==> config.mk <==
export PLATFORM = sky130hd
export DESIGN_NAME = alu_md_decoder
export DESIGN_NICKNAME = d
export VERILOG_FILES = /design/src/rtl/alu_md_pkg.sv /design/src/rtl/alu_md_decoder_muldiv_iter.sv /design/src/rtl/alu_md_decoder.sv
export SDC_FILE = /design/constraint.sdc
export NUM_CORES = 1
export LEC_CHECK = 0
export CAP_MARGIN = 20
export CORE_MARGIN = 10
export CORE_UTILIZATION = 64
export CTS_BUF_LIST = sky130_fd_sc_hd__clkbuf_16
export DETAILED_ROUTE_END_ITERATION = 16
export PLACE_DENSITY = 0.88
export SLEW_MARGIN = 20
export SYNTH_ARGS = -nofsm -noshare
export SYNTH_HDL_FRONTEND = slang
export SYNTH_HIERARCHICAL = 1
export SYNTH_SLANG_ARGS = --single-unit
==> constraint.sdc <==
create_clock -name clk -period 5.93 [get_ports clk]
set_input_delay 1.186 -clock clk [delete_from_list [all_inputs] [get_ports clk]]
set_output_delay 1.186 -clock clk [all_outputs]
set_load 0.03 [all_outputs]
==> src/rtl/alu_md_pkg.sv <==
// Shared constants for the ALU control decoder and the HI/LO multiply/divide engine.
// Optional build macro ALU_MD_DIVZERO_FLAG_EN adds a div_zero result flag.
package alu_md_pkg;

  localparam logic [1:0] ALUOP_MEM    = 2'b00;
  localparam logic [1:0] ALUOP_BRANCH = 2'b01;
  localparam logic [1:0] ALUOP_RTYPE  = 2'b10;
  localparam logic [1:0] ALUOP_RSVD   = 2'b11;

  localparam logic [5:0] F_ADD   = 6'b100000;
  localparam logic [5:0] F_ADDU  = 6'b100001;
  localparam logic [5:0] F_SUB   = 6'b100010;
  localparam logic [5:0] F_SUBU  = 6'b100011;
  localparam logic [5:0] F_AND   = 6'b100100;
  localparam logic [5:0] F_OR    = 6'b100101;
  localparam logic [5:0] F_XOR   = 6'b100110;
  localparam logic [5:0] F_NOR   = 6'b100111;
  localparam logic [5:0] F_SLT   = 6'b101010;
  localparam logic [5:0] F_SLTU  = 6'b101011;
  localparam logic [5:0] F_SLL   = 6'b000000;
  localparam logic [5:0] F_SRL   = 6'b000010;
  localparam logic [5:0] F_SRA   = 6'b000011;
  localparam logic [5:0] F_MULT  = 6'b011000;
  localparam logic [5:0] F_MULTU = 6'b011001;
  localparam logic [5:0] F_DIV   = 6'b011010;
  localparam logic [5:0] F_DIVU  = 6'b011011;
  localparam logic [5:0] F_MTHI  = 6'b010001;
  localparam logic [5:0] F_MTLO  = 6'b010011;
  localparam logic [5:0] F_MFHI  = 6'b010000;
  localparam logic [5:0] F_MFLO  = 6'b010010;

  localparam logic [3:0] ALUC_AND  = 4'b0000;
  localparam logic [3:0] ALUC_OR   = 4'b0001;
  localparam logic [3:0] ALUC_ADD  = 4'b0010;
  localparam logic [3:0] ALUC_XOR  = 4'b0011;
  localparam logic [3:0] ALUC_NOR  = 4'b0100;
  localparam logic [3:0] ALUC_SUB  = 4'b0110;
  localparam logic [3:0] ALUC_SLT  = 4'b0111;
  localparam logic [3:0] ALUC_SLTU = 4'b1000;
  localparam logic [3:0] ALUC_SLL  = 4'b1001;
  localparam logic [3:0] ALUC_SRL  = 4'b1010;
  localparam logic [3:0] ALUC_SRA  = 4'b1011;
  localparam logic [3:0] ALUC_NOP  = 4'b1111;

  typedef enum logic [1:0] {
    ST_IDLE = 2'd0,
    ST_RUN  = 2'd1,
    ST_FIX  = 2'd2
  } md_state_t;

  function automatic logic [3:0] alu_decode(input logic [1:0] aluop, input logic [5:0] fn);
    logic [3:0] code;
    code = ALUC_NOP;
    case (aluop)
      ALUOP_MEM:    code = ALUC_ADD;
      ALUOP_BRANCH: code = ALUC_SUB;
      ALUOP_RSVD:   code = ALUC_AND;
      default: begin
        case (fn)
          F_ADD, F_ADDU: code = ALUC_ADD;
          F_SUB, F_SUBU: code = ALUC_SUB;
          F_AND:         code = ALUC_AND;
          F_OR:          code = ALUC_OR;
          F_XOR:         code = ALUC_XOR;
          F_NOR:         code = ALUC_NOR;
          F_SLT:         code = ALUC_SLT;
          F_SLTU:        code = ALUC_SLTU;
          F_SLL:         code = ALUC_SLL;
          F_SRL:         code = ALUC_SRL;
          F_SRA:         code = ALUC_SRA;
          default:       code = ALUC_NOP;
        endcase
      end
    endcase
    return code;
  endfunction

  function automatic logic is_md_funct(input logic [5:0] fn);
    return (fn == F_MULT) || (fn == F_MULTU) || (fn == F_DIV) || (fn == F_DIVU) ||
           (fn == F_MTHI) || (fn == F_MTLO) || (fn == F_MFHI) || (fn == F_MFLO);
  endfunction

endpackage

==> src/rtl/alu_md_decoder_muldiv_iter.sv <==
// Iterative shift-add multiplier / restoring divider with sign fix-up.
// Optional build macro ALU_MD_DIVZERO_FLAG_EN adds the div_zero output.
//
//  state | meaning
//  IDLE  | waiting for start; operands latched on accept
//  RUN   | one multiply or divide iteration per cycle, WIDTH cycles
//  FIX   | signed correction applied; result written out on the next edge
module muldiv_iter
  import alu_md_pkg::*;
#(
  parameter int WIDTH = 32
) (
  input  logic             clk,
  input  logic             resetn,
  input  logic             start,
  input  logic             flush,
  input  logic             is_div,
  input  logic             is_signed,
  input  logic [WIDTH-1:0] a,
  input  logic [WIDTH-1:0] b,
  output logic             busy,
  output logic             wr_en,
  output logic             done,
`ifdef ALU_MD_DIVZERO_FLAG_EN
  output logic             div_zero,
`endif
  output logic [WIDTH-1:0] res_hi,
  output logic [WIDTH-1:0] res_lo
);

  localparam int CW = (WIDTH > 1) ? $clog2(WIDTH) : 1;

  md_state_t        state, state_nx;
  logic [CW-1:0]    cnt;
  logic [WIDTH-1:0] acc_hi, acc_lo, opb;
  logic             op_div, neg_q, neg_r, b_zero;
  logic             sa, sb, accept, last_iter;

  logic [WIDTH:0]     mul_sum, div_shift, div_diff;
  logic [2*WIDTH-1:0] prod, prod_fix;
  logic [WIDTH-1:0]   q_fix, r_fix;

  assign sa        = is_signed & a[WIDTH-1];
  assign sb        = is_signed & b[WIDTH-1];
  assign accept    = (state == ST_IDLE) & start & ~flush;
  assign last_iter = (cnt == CW'(WIDTH-1));

  always_ff @(posedge clk or negedge resetn) begin
    if (!resetn) state <= ST_IDLE;
    else         state <= state_nx;
  end

  always_comb begin
    state_nx = state;
    case (state)
      ST_IDLE: if (accept) state_nx = ST_RUN;
      ST_RUN: begin
        if (flush)          state_nx = ST_IDLE;
        else if (last_iter) state_nx = ST_FIX;
      end
      ST_FIX:  state_nx = ST_IDLE;
      default: state_nx = ST_IDLE;
    endcase
  end

  always_comb begin
    busy  = (state != ST_IDLE);
    wr_en = (state == ST_FIX) & ~flush;
  end

  // Multiply: {acc_hi,acc_lo} shifts right with the multiplier in acc_lo.
  // Divide: {acc_hi,acc_lo} shifts left, acc_hi is the partial remainder.
  assign mul_sum   = {1'b0, acc_hi} + (acc_lo[0] ? {1'b0, opb} : '0);
  assign div_shift = {acc_hi, acc_lo[WIDTH-1]};
  assign div_diff  = div_shift - {1'b0, opb};

  always_ff @(posedge clk or negedge resetn) begin
    if (!resetn) begin
      cnt    <= '0;
      acc_hi <= '0;
      acc_lo <= '0;
      opb    <= '0;
      op_div <= 1'b0;
      neg_q  <= 1'b0;
      neg_r  <= 1'b0;
      b_zero <= 1'b0;
    end else if (accept) begin
      cnt    <= '0;
      acc_hi <= '0;
      acc_lo <= sa ? -a : a;
      opb    <= sb ? -b : b;
      op_div <= is_div;
      neg_q  <= sa ^ sb;
      neg_r  <= sa;
      b_zero <= (b == '0);
    end else if (state == ST_RUN) begin
      cnt <= cnt + 1'b1;
      if (op_div) begin
        if (!div_diff[WIDTH]) begin
          acc_hi <= div_diff[WIDTH-1:0];
          acc_lo <= {acc_lo[WIDTH-2:0], 1'b1};
        end else begin
          acc_hi <= div_shift[WIDTH-1:0];
          acc_lo <= {acc_lo[WIDTH-2:0], 1'b0};
        end
      end else begin
        acc_hi <= mul_sum[WIDTH:1];
        acc_lo <= {mul_sum[0], acc_lo[WIDTH-1:1]};
      end
    end
  end

  // A zero divisor leaves |a| as remainder; restoring its sign reproduces a.
  always_comb begin
    prod     = {acc_hi, acc_lo};
    prod_fix = neg_q ? -prod : prod;
    q_fix    = neg_q ? -acc_lo : acc_lo;
    r_fix    = neg_r ? -acc_hi : acc_hi;
    if (op_div) begin
      res_hi = r_fix;
      res_lo = b_zero ? '1 : q_fix;
    end else begin
      res_hi = prod_fix[2*WIDTH-1:WIDTH];
      res_lo = prod_fix[WIDTH-1:0];
    end
  end

  always_ff @(posedge clk or negedge resetn) begin
    if (!resetn) begin
      done <= 1'b0;
`ifdef ALU_MD_DIVZERO_FLAG_EN
      div_zero <= 1'b0;
`endif
    end else begin
      done <= wr_en;
`ifdef ALU_MD_DIVZERO_FLAG_EN
      div_zero <= wr_en & op_div & b_zero;
`endif
    end
  end

endmodule

==> src/rtl/alu_md_decoder.sv <==
// EX-stage ALU control decoder with HI/LO registers and a multi-cycle mul/div engine.
// Optional build macro ALU_MD_DIVZERO_FLAG_EN adds the div_zero output.
module alu_md_decoder
  import alu_md_pkg::*;
#(
  parameter int WIDTH  = 32,
  parameter int CTRL_W = 4
) (
  input  logic              clk,
  input  logic              resetn,
  input  logic [1:0]        ALUOp,
  input  logic [5:0]        funct,
  input  logic              op_valid,
  input  logic              flush,
  input  logic [WIDTH-1:0]  src_a,
  input  logic [WIDTH-1:0]  src_b,
  output logic [CTRL_W-1:0] ALUControl,
  output logic              ready,
  output logic              busy,
  output logic              done,
`ifdef ALU_MD_DIVZERO_FLAG_EN
  output logic              div_zero,
`endif
  output logic [WIDTH-1:0]  hi,
  output logic [WIDTH-1:0]  lo,
  output logic              hilo_stall
);

  logic             rtype, md_op, muldiv_op, start, is_div, is_signed, wr_en;
  logic             wr_mthi, wr_mtlo;
  logic [WIDTH-1:0] res_hi, res_lo;

  assign ALUControl = CTRL_W'(alu_decode(ALUOp, funct));

  assign rtype     = op_valid & (ALUOp == ALUOP_RTYPE);
  assign md_op     = rtype & is_md_funct(funct);
  assign muldiv_op = rtype & ((funct == F_MULT) | (funct == F_MULTU) |
                              (funct == F_DIV)  | (funct == F_DIVU));
  assign is_div    = (funct == F_DIV) | (funct == F_DIVU);
  assign is_signed = (funct == F_MULT) | (funct == F_DIV);
  assign start     = muldiv_op & ~busy & ~flush;
  assign wr_mthi   = rtype & (funct == F_MTHI) & ~busy & ~flush;
  assign wr_mtlo   = rtype & (funct == F_MTLO) & ~busy & ~flush;

  assign ready      = ~busy;
  assign hilo_stall = md_op & busy;

  muldiv_iter #(.WIDTH(WIDTH)) u_muldiv (
    .clk       (clk),
    .resetn    (resetn),
    .start     (start),
    .flush     (flush),
    .is_div    (is_div),
    .is_signed (is_signed),
    .a         (src_a),
    .b         (src_b),
    .busy      (busy),
    .wr_en     (wr_en),
    .done      (done),
`ifdef ALU_MD_DIVZERO_FLAG_EN
    .div_zero  (div_zero),
`endif
    .res_hi    (res_hi),
    .res_lo    (res_lo)
  );

  // mthi/mtlo only land while idle, so they never collide with an engine write.
  always_ff @(posedge clk or negedge resetn) begin
    if (!resetn) begin
      hi <= '0;
      lo <= '0;
    end else if (wr_en) begin
      hi <= res_hi;
      lo <= res_lo;
    end else begin
      if (wr_mthi) hi <= src_a;
      if (wr_mtlo) lo <= src_a;
    end
  end

endmodule

---- Word level (Yosys, flattened, before mapping) ----
Memories as Yosys holds them, arrays and structs flattened.
Index checks and enable logic that the tools add are counted.
cells by class
  add/sub/neg operators ................... 8
  reduce and logical (&&, ||, !) cells .... 15
  equal/unequal tests ..................... 16
  mux-type cells .......................... 28
  bitwise logic cells ..................... 25
operators by type and width
  cell                                                  count
  2-to-1 mux 32 bit                                     19
  negation 32 bit                                       4
  2-to-1 mux 64 bit                                     1
  negation 64 bit                                       1
  equality test 6 x 5 -> 1 bit (second input constant)  8
  adder 32 x 33 -> 33 bit                               1
  subtractor 33 x 32 -> 33 bit                          1
  zero test 32 bit                                      1
  bitwise AND 1 bit                                     17
  case mux 4 bit (3 select lines)                       1
  2-to-1 mux 5 bit                                      2
  nonzero test 2 bit                                    4
  logical OR 1 bit                                      7
  equality test 2 bit (second input constant)           3
  2-to-1 mux 2 bit                                      3
  adder 5 x 1 -> 5 bit (second input constant)          1
  equality test 5 bit (second input constant)           1
  OR 1 bit                                              5
  equality test 2 x 1 -> 1 bit (second input constant)  2
  zero test 2 bit                                       2
  case mux 2 bit (2 select lines)                       1
  != test 3 x 2 -> 1 bit (second input constant)        1
  != test 2 x 1 -> 1 bit (second input constant)        1
  NOT 1 bit                                             2
  3 further kinds                                       3
storage, ports and cells
  memories ................................ 1
  bits in registers ....................... 172
  bits in read-only memories .............. 256
memory list
  memory           depth  width  rd ports  clocked after Yosys merged registers in  wr ports  RTL line          text
  (no name shown)  64     4      1         0                                        0         alu_md_pkg.sv:59  case (fn)

---- Logic depth before layout (Yosys ltp) ----
  depth after elaboration ................. 11
  depth in mapped cells ................... 15
  gate-level depth less buffers ........... 13

---- Cells and area by module ----
The synthesis kept the hierarchy.
modules (own cells, without submodules)
  module          cells each  area an instance (um^2)  seq. area each (um^2)  times used
  muldiv_iter     1,564       11,664.9                 2,702.6                1
  alu_md_decoder  369         3,824.9                  1,601.5                1

---- Worst setup path after synthesis ----
Ideal clock, no wire load.
  path kind ............................... input -> register
  start point ............................. input port funct[5]
  end point ............................... register u_muldiv.acc_hi[22]
  buffers on the path ..................... 3
  setup time .............................. 0.134 ns
  data arrival time ....................... 3.580 ns
  stages on the path ...................... 10
  setup slack ............................. 2.216 ns
  path through ............................ buf_6 -> nor3b_4 -> nand2_1 -> nor3_1 -> nor4b_1 -> nor2_1 -> clkbuf_1 -> clkbuf_1 -> a22oi_1 -> o21ai_0
on the way
  word-level cells in the longest chain between the ends .. 10
RTL lines
  element                                                         RTL line                           text
  from (decl)                                                     alu_md_decoder.sv:12               input logic [5:0] funct,
  equality test 6 x 5 -> 1 bit                                    alu_md_decoder.sv:37               assign muldiv_op = rtype & ((funct == F_MULT) | (funct == F_MULTU) |
  OR 1 bit (2 in a row)                                           alu_md_decoder.sv:37
  OR 1 bit (*)                                                    alu_md_decoder.sv:38               (funct == F_DIV) | (funct == F_DIVU));
  bitwise AND 1 bit (*)                                           alu_md_decoder.sv:37
  bitwise AND 1 bit (*) (2 in a row)                              alu_md_decoder.sv:41               assign start = muldiv_op & ~busy & ~flush;
  net start                                                       alu_md_decoder.sv:29               logic rtype, md_op, muldiv_op, start, is_div, is_signed, wr_en;
  bitwise AND 1 bit (*) (2 in a row)                              alu_md_decoder_muldiv_iter.sv:45   assign accept = (state == ST_IDLE) & start & ~flush;
  2-to-1 mux 32 bit / nonzero test 2 bit (equally long branches)  --
  to (signal assigned)                                            alu_md_decoder_muldiv_iter.sv:100  acc_hi <= div_diff[WIDTH-1:0];
  to (signal assigned)                                            alu_md_decoder_muldiv_iter.sv:103  acc_hi <= div_shift[WIDTH-1:0];
  to (signal assigned)                                            alu_md_decoder_muldiv_iter.sv:107  acc_hi <= mul_sum[WIDTH:1];
  to (decl)                                                       alu_md_decoder_muldiv_iter.sv:35   logic [WIDTH-1:0] acc_hi, acc_lo, opb;
Mark *: on every way through the listed nets, which the timed path passes. The rest lies on a longest branch.
A chain may end at the register's enable or synchronous reset.

---- Final worst setup path ----
  start point ............................. input port funct[1]
  end point ............................... output port ALUControl[2]
on the way
  word-level cells in the longest chain between the ends .. 2
RTL lines
  element                          RTL line              text
  memory (64 x 4 bit)              --
  case mux 4 bit (3 select lines)  alu_md_pkg.sv:54      case (aluop)
  to (decl)                        alu_md_decoder.sv:17  output logic [CTRL_W-1:0] ALUControl,
No other way between the ends.

==> flow_summary.yaml <==
synth:
  synth_ff_type: "dfrtp_1"
  syn_area_per_cell_um2: 8.01
  net_count_after_synthesis: 2086
  yosysUniqueCellTypes: 79
  synth_edf_count: 0
  synth_area_um2: 15500
  synth-seq-cells: 172
  syn_inst: 1933
  postSynth.asyncResetShare: 1.00
  sequential_area_share_after_synthesis: 0.278
  synth.yosys.warnings: 6
setup_path:
  crit_required_ps: 4740
  critPathKind: "in -> out"
  cp_max_stage_delay_ps: 610
  critPathMaxFanout: 5
  cpMaxStageDelayCell: "clkdlybuf4s50_1"
  r2r_setup_slack_ps: 1590
  cp.arrival_ps: 3430
  critical_path.cell_chain: "clkdlybuf4s50_1 -> inv_1 -> ha_1 -> and2b_1 -> a211o_1 -> a21oi_1 -> o221ai_1 -> clkdlybuf4s50_1"
  critPathBufInv: 3
  critPathMostFrequentCell: "clkdlybuf4s50_1"
  timing.critical_path.to_type: "output pin"
  start_kind: "input port"
  cpLargestDelayFamily: "buffers and inverters"
final_layout:
  antennaDiodeCount: 0
  flow.area_growth_from_synthesis_pct: 13.8
  number_of_nets_in_the_layout: 2159
  finalNonFillerCells: 2338
  final_cell_mix: "263 x nand2_1, 171 x dfrtp_1, 146 x clkdlybuf4s50_1"
  mostFrequentLayoutCell: "nand2_1"
  drive_above_1_share: 0.0693
placement:
  dp_hpwl_mm: 40.5
  placed_cells: 2306
  gpl.final_weighted_congestion: 1.02
  numPortBuffers: 147
  post-place-ws_ps: 1320
routing:
  detail_route.first_pass.iterations: 8
  drt_wl_total_mm: 53.6
  drt-initial-drc-count: 2163
  avgViaCountPerCell: 6.74
  wl_per_cell_um: 22.9
  route.detailed.drc: 0
  routed-via-count: 15800
  ant_nets: 0
min_path:
  worst_hold_path_type: "reg -> reg"
clock_network:
  cts_setup_buffers: 0
  worst_skew_pair.late_latency_ps: 440
  hold_buffers: 0
  cts_num_sinks: 172
  cts_root_buf: "clkbuf_16"
  cts.path.max_buffers: 2
  cts.reportedPaths.clkPinSlew_ps: 80
  cts_htree_levels: 4
  tritoncts: "built"
  cts-resized-gates: 0
  numCtsBuffers: 17
die:
  die_area_um2: 30800
  die_width_um: 176
  std_cell_rows: 56
  die_height_um: 176
  num_io_pins: 148
  initial_utilization: 0.656
  core_um2: 23600
global_route:
  grt-ovfl-total: 0
  grt_pass1_wl_mm: 84.8
  globalRouteTotalUtil: 0.340
  initial_antenna_violation_count: 0
  grt_start_max_net_pins: 116
  via_count_of_the_first_global_routing_pass: 15200
pwr:
  clkPwrFrac: 0.254
  power_switching_share: 0.422
  p_int_w: 0.00256
  p_switching_w: 0.00187
  cellLeakagePower_nw: 7.62
  ir_worst_vdd_mv: 0.169
  power.share.combinational: 0.394
  p_total_w: 0.00443
  seqPwrFrac: 0.351
  p_per_area_nw_per_um2: 251
sta:
  unrepaired_setup_endpoints_after_global_routing: "false"
  fin_hold_ws_ps: 487
  timing_hold_violations_final: 0
  max-slew-margin-rel: 0.258
  max_freq_mhz: 217
  worstMarginPinSlew_ps: 1110
  setup_viol: 0
  final_min_period_over_clock_period: 0.778
  max_slew_violations: 0
  worst_setup_slack_after_layout_ps: 1310
  fin_setup_tns_ps: 0
  period_minus_slack_ps: 4620
  skew_ps: 17.6
run:
  max_cap_viol_count: 0
status:
  status: "completed"
metal layers:
metal / part of all wire / track usage
met4: 0.057 / 0.190
met1: 0.39 / 0.427
met3: 0.11 / 0.0776
met2: 0.45 / 0.531
met5: 0 / 0
through the flow:
stage,area (um2),util
floorplan,15500,-
global placement,17100,0.722
detailed placement,17100,0.722
CTS,17600,0.746
global route,17600,0.746
finish,17600,0.746
cell type report:
type | instances | area (um2)
Timing Repair Buffer | 162 | 1590
Tap cell | 319 | 399
Inverter | 85 | 319
Multi-Input combinational cell | 1568 | 10400
Clock inverter | 15 | 145
Clock buffer | 17 | 425
Sequential cell | 172 | 4310
Fill cell | 1817 | 5990
power groups by stage:
| stage | registers [W] | clock network, W | logic (W) |
|---|---|---|---|
| floorplan | 0.00149 | 0 | 0.00119 |
| global placement | 0.00155 | 0 | 0.00165 |
| detailed placement | 0.00156 | 0 | 0.00169 |
| CTS | 0.00154 | 0.00113 | 0.00170 |
| global route | 0.00157 | 0.00119 | 0.00191 |
| finish | 0.00156 | 0.00113 | 0.00175 |
sequential cells by signal, indices dropped and copies added (netlist names):
name             cells
hi                  32
lo                  32
u_muldiv/acc_hi     32
u_muldiv/acc_lo     32
u_muldiv/b_zero      1
u_muldiv/cnt         5
u_muldiv/done        1
u_muldiv/neg_q       1
u_muldiv/neg_r       1
u_muldiv/op_div      1
u_muldiv/opb        32
u_muldiv/state       2
Yosys cell counts (all sizes together), types with 14 or more instances:
master,n,share of area
a21o,25,0.012
a21oi,135,0.044
a22oi,19,0.0092
a31oi,21,0.0085
and3,17,0.0072
buf,18,0.0080
clkbuf,90,0.022
dfrtp,172,0.28
ha,75,0.061
inv,85,0.021
mux2i,43,0.028
nand2,265,0.065
nand2b,49,0.020
nand3,28,0.0090
nand3b,65,0.032
nand4,15,0.0061
nor2,135,0.033
nor3,41,0.013
nor4,15,0.0061
o211ai,96,0.066
o21ai,145,0.048
o31ai,26,0.013
or3,15,0.0061
or4,14,0.0073
xnor2,78,0.044
xor2,86,0.049
cells by family (layout without fill, tap and decap cells):
kind of cell | after synthesis | in the layout | share of synthesized area
compound gates | 570 | 570 | 0.256
xor+xnor | 164 | 164 | 0.0927
fa+ha+maj | 77 | 77 | 0.0632
buf+inv | 193 | 279 | 0.0504
flops | 172 | 172 | 0.278
mux | 48 | 48 | 0.0314
simple gates | 709 | 709 | 0.228
worst reg2reg max path, cell delays in order (launching register included):
cell and delay (ps):
dfrtp_1 420, inv_1 590, buf_4 340, nor2_1 80, ha_1 350, a21oi_1 160, o21ai_0 130, o221a_2 290
nor3_1 420, o31ai_1 200, a41oi_1 570, a21oi_1 160, a2111oi_0 410, nor3b_1 110
path summary, 6_finish.rpt:
check	cells after the start	endpoint	from
min in group asynchronous	1	lo[10]	resetn
min reg2reg	2	u_muldiv/opb[6]	u_muldiv/opb[6]
min	2	u_muldiv/opb[6]	u_muldiv/opb[6]
max reg2reg	13	u_muldiv/acc_hi[31]	u_muldiv/acc_lo[0]
max in group asynchronous	2	u_muldiv/op_div	resetn
max	8	ALUControl[2]	funct[1]
Power figures use the tool's default switching activity.
